===== src/rtl/fir_mac_sequencer.sv =====
// +----------------------------------------------------------------------------+
// | fir_mac_sequencer: time-multiplexed FIR, one tap per cycle through an       |
// | external saturating multiplier, saturating accumulate.                      |
// | Revision: 1.0                                                               |
// +----------------------------------------------------------------------------+
`default_nettype none

module fir_mac_sequencer #(
  parameter int Width = 16,
  parameter int f     = 10,
  parameter int p     = 5,
  parameter int Taps  = 8
) (
  input  logic                      clk,
  input  logic                      rst_n,
  input  logic                      in_valid,
  input  logic signed [Width-1:0]   in_data,
  output logic                      in_ready,
  input  logic                      coef_we,
  input  logic [$clog2(Taps)-1:0]   coef_addr,
  input  logic signed [Width-1:0]   coef_data,
  output logic signed [Width-1:0]   mult_a,
  output logic signed [Width-1:0]   mult_b,
  input  logic signed [Width-1:0]   mult_y,
  output logic                      out_valid,
  output logic signed [Width-1:0]   out_data
);

  localparam int c_aw = $clog2(Taps);

  if ((p + f + 1 != Width) || (Taps < 2) || (Taps > 64) || ((Taps & (Taps - 1)) != 0))
  begin : g_param_check
    $error("fir_mac_sequencer: illegal parameterisation");
  end

  typedef enum logic [0:0] {
    ST_IDLE = 1'b0,
    ST_MAC  = 1'b1
  } state_t;

  state_t                   r_state;
  logic [c_aw-1:0]          r_k;
  logic [c_aw-1:0]          r_wr_ptr;
  logic signed [Width-1:0]  r_acc;
  logic signed [Width-1:0]  r_delay [Taps];
  logic signed [Width-1:0]  r_coef  [Taps];

  logic [c_aw-1:0]          w_next_k;
  logic [c_aw-1:0]          w_rd_idx;
  logic                     w_last;
  logic signed [Width-1:0]  w_sum;
  logic signed [Width-1:0]  w_coef0;

  // Overflow is only possible when both addends share a sign; clamp each step.
  function automatic logic signed [Width-1:0] satadd(input logic signed [Width-1:0] a,
                                                     input logic signed [Width-1:0] b);
    logic signed [Width-1:0] s;
    s = a + b;
    if ((a[Width-1] == b[Width-1]) && (s[Width-1] != a[Width-1]))
      s = a[Width-1] ? {1'b1, {(Width-1){1'b0}}} : {1'b0, {(Width-1){1'b1}}};
    return s;
  endfunction

  assign w_next_k = r_k + c_aw'(1);
  assign w_rd_idx = r_wr_ptr - w_next_k;
  assign w_last   = (r_k == c_aw'(Taps - 1));
  assign w_sum    = satadd(r_acc, mult_y);
  // A coefficient written on the acceptance edge must already feed tap 0.
  assign w_coef0  = (coef_we && (coef_addr == '0)) ? coef_data : r_coef[0];

  always_ff @(posedge clk or negedge rst_n) begin
    if (!rst_n) begin
      r_state   <= ST_IDLE;
      in_ready  <= 1'b1;
      r_k       <= '0;
      r_wr_ptr  <= '0;
      r_acc     <= '0;
      out_valid <= 1'b0;
      out_data  <= '0;
      mult_a    <= '0;
      mult_b    <= '0;
      for (int i = 0; i < Taps; i++) begin
        r_delay[i] <= '0;
        r_coef[i]  <= '0;
      end
    end else begin
      out_valid <= 1'b0;
      case (r_state)
        ST_IDLE: begin
          if (coef_we)
            r_coef[coef_addr] <= coef_data;
          if (in_valid) begin
            r_delay[r_wr_ptr] <= in_data;
            r_k      <= '0;
            r_acc    <= '0;
            mult_a   <= in_data;
            mult_b   <= w_coef0;
            in_ready <= 1'b0;
            r_state  <= ST_MAC;
          end
        end
        ST_MAC: begin
          r_acc <= w_sum;
          r_k   <= w_next_k;
          if (w_last) begin
            out_data  <= w_sum;
            out_valid <= 1'b1;
            r_wr_ptr  <= r_wr_ptr + c_aw'(1);
            mult_a    <= '0;
            mult_b    <= '0;
            in_ready  <= 1'b1;
            r_state   <= ST_IDLE;
          end else begin
            mult_a <= r_delay[w_rd_idx];
            mult_b <= r_coef[w_next_k];
          end
        end
        default: r_state <= ST_IDLE;
      endcase
    end
  end

endmodule

`default_nettype wire


===== config.mk =====
export PLATFORM = sky130hd
export DESIGN_NAME = fir_mac_sequencer
export DESIGN_NICKNAME = d
export VERILOG_FILES = /design/src/rtl/fir_mac_sequencer.sv
export SDC_FILE = /design/constraint.sdc
export NUM_CORES = 1
export LEC_CHECK = 0
export BUFFER_PORTS_ARGS = -buffer_cell sky130_fd_sc_hd__buf_2
export CAP_MARGIN = 20
export CORE_MARGIN = 2
export CORE_UTILIZATION = 35
export CTS_BUF_LIST = sky130_fd_sc_hd__clkbuf_16
export DETAILED_ROUTE_END_ITERATION = 10
export PLACE_DENSITY = 0.55
export SYNTH_ARGS = -nofsm -noshare
export SYNTH_HDL_FRONTEND = slang
export SYNTH_SLANG_ARGS = --single-unit

===== constraint.sdc =====
create_clock -name clk -period 4.85 [get_ports clk]
set_input_delay 0.7275 -clock clk [delete_from_list [all_inputs] [get_ports clk]]
set_output_delay 0.7275 -clock clk [all_outputs]
set_load 0.03 [all_outputs]

==> reports/metrics.cfg <==
[run_status]
status = finished clean

[global_route]
grt_use_total_pct = 17.23
grt_pass1_wl_um = 59760
grt_max_degree = 105
grt-ovfl-total = 0
grt_pass1_vias = 10029
antenna_found_initial = 1

[timing]
min_period_over_period_pct = 59.95
max_freq_mhz = 343.9
worstMarginPinSlew_ns = 1.105
setup_viol = 0
max_slew_margin_pct = 26.34
rsz0062_at_grt = no
finalHoldViolCount = 0
finalMaxSlewViolations = 0
setup_tns_ns = 0
clock_skew_ns = 0.01759
final.min_clock_period_ns = 2.908

[cts]
clk_path_buf_depth = 3
cts_root_buf = clkbuf_16
hold_buffers = 0
clk_pin_slew_ns = 0.06
post-cts-setup-buffers = 0
cts_made_buffers = 40
clkLatencyLatePin_ns = 0.56
cts_resized = 0
cts_tree = done
cts.sinks = 329
cts_max_level = 2

[power_and_ir_drop]
power.density_nw_per_um2 = 738.0
peakVddDrop_uv = 492.2
power.leakage_nw = 8.336

[synthesis]
synth.distinct_cells = 55
synthArstFlopShare_pct = 100.0
syn-cell-area_sq_um = 15380
ys_seq_elements = 329
ys.flop_type = dfrtp_1
yosysSeqAreaShare_pct = 53.53
netlist_instances = 1080
synth_fp_nets = 1156
synth_warnings = 0
synth_edf_count = 0
avgSynthCellArea_sq_um = 14.24

[cells_and_area]
diodes = 0
nNetsFinal = 1267
drive_above_1_share_pct = 43.35
area.growth.synth_to_final_pct = 16.58
stdcell_count = 1803

[placement]
place_congestion = 0.7936
dp_cells = 1733
portBuffers = 104
dp_hpwl_um = 22160

[die]
rows = 76
fp.dieH_um = 213.6
start_util_pct = 35.55
die-area_sq_um = 45640
io_pins = 105
core_area_sq_um = 43270
chipWidth_um = 213.6

[worst_setup_path]
worstSetupPathType = register to register
worstSetupStartpointType = register
arrival_ns = 3.35
crit_fanout = 22
cp-end-kind = register
cp.required_ns = 5.29

[routing]
antenna_left = 0
wl_um = 37640
drtIter0Drc = 430
drc = 0
vias_per_cell = 5.217
wl_per_cell_um = 20.88
dr.pass1.iters = 5
vias = 9407

[run]
drv_cap = 0

[hold_path]
hp-class = primary input to asynchronous set/reset pin

-- critical path, cell delays in order (launching register included) --
cell	delay, ns
dfrtp_2	0.64
clkinv_1	0.46
nand3_1	0.25
nor3_2	0.71
buf_4	0.36
mux2_2	0.36
-- Yosys cell counts, drive strengths merged (2+ instances only) --
cell type  number  area share (%)
a211o           2            0.11
a211oi          3            0.15
a21o            9            0.44
a21oi          41             1.3
a221oi          2            0.15
a22o            4            0.23
a22oi           2           0.098
a31oi           2           0.081
and3            3            0.12
buf            33             1.1
clkbuf         31            0.76
dfrtp         328              53
fa              2            0.26
ha             19             1.5
inv            11            0.27
mux2          257              19
mux2i          64             4.2
mux4           64             9.4
nand2          35            0.85
nand3           5            0.16
nand3b          5            0.24
nand4           4            0.16
nor2           43             1.0
nor3            6            0.26
nor3b           5            0.34
o211ai          3            0.15
o21ai          33             1.1
o21bai          3            0.15
o22ai          34             1.4
xnor2          10            0.62
xor2            2            0.11
-- metal layers --
metal  wire length, um  part of all wire (%)  vias up  global-route usage, %
li1                  -                     -     4276                      -
met1             17220                    46     4940                  23.26
met2             18260                    49      143                  28.59
met3              1566                   4.2       46                  3.281
met4               583                   1.5        2                  4.454
met5                10                 0.027        -                      0
-- where the power goes --
part           leakage (nW)  total [mW]  internal (mW)  switching [mW]
registers              4.31        4.51           3.90           0.614
logic                  3.37        5.75           2.84            2.91
clock network         0.659        2.97           1.77            1.20
-- sequential cells by signal, indices dropped and copies added (netlist names), 3 cells and up --
signal / flops
r_coef: 128
r_k: 3
r_wr_ptr: 3
mult_a: 16
out_data: 16
r_acc: 16
r_delay: 128
mult_b: 16
-- cell families after synthesis --
logic type	after synthesis	synth area share (%)
AND/OR/NAND/NOR	111	3.473
AO/OA/AOI/OAI	145	5.889
XOR/XNOR	12	0.7321
flip-flops	329	53.53
adder cells (fa/ha/maj)	22	1.871
multiplexers	385	32.35
buffers and inverters	76	2.155
-- cell type report --
cell class | count | area, sq um
tap | 585 | 732.0
clock buffer | 40 | 1001
timing repair buffer | 133 | 780.7
clock inverter | 29 | 292.8
fill | 4050 | 25330
multi-input combinational | 675 | 6844
sequential | 329 | 8237
inverter | 12 | 45.04
-- metrics by stage --
stage                     area [sq um]  power, mW  utilization [%]  worst slack (ns)  hold slack (ns)
final                            17930      13.23            41.45             1.942           0.2464
after global routing             17930      14.17            41.45             1.712           0.2977
after CTS                        17920      13.46            41.41             1.773           0.2607
after detailed placement         16620      10.40            38.42             1.544           0.4778
after global placement           16620      10.26            38.42             1.590           0.4645
after floorplan                  15380      8.864                -             1.739           0.4319
-- final timing paths --
check,startpoint,to,slack [ns],depth (start not counted)
max in group asynchronous,rst_n,r_delay[53],3.53,2
min reg2reg,out_data[4],out_data[4],0.48,2
min,rst_n,r_coef[62],0.25,1
max reg2reg,r_state,r_delay[72],1.94,5
max,r_state,r_delay[72],1.94,5
min in group clk,out_data[4],out_data[4],0.48,2
-- cells in the final DEF, fill, tap and decap left out, types with 4 or more instances in the layout --
cell | Yosys | final
a21o_1 | 9 | 9
a21oi_1 | 41 | 41
a22o_1 | 4 | 4
buf_2 | 25 | 103
buf_4 | 2 | 26
bufinv_16 | 0 | 5
clkbuf_16 | 0 | 40
clkinv_1 | 1 | 9
dfrtp_1 | 328 | 326
ha_1 | 19 | 17
inv_1 | 11 | 18
mux2_2 | 257 | 257
mux2i_1 | 64 | 64
mux4_2 | 64 | 64
nand2_1 | 35 | 35
nand3_1 | 5 | 5
nand3b_1 | 5 | 5
nand4_1 | 4 | 4
nor2_1 | 43 | 41
nor3_1 | 4 | 4
o21ai_0 | 19 | 19
o21ai_1 | 13 | 13
o22ai_1 | 34 | 34
xnor2_1 | 9 | 9
Power figures use the tool's default switching activity.
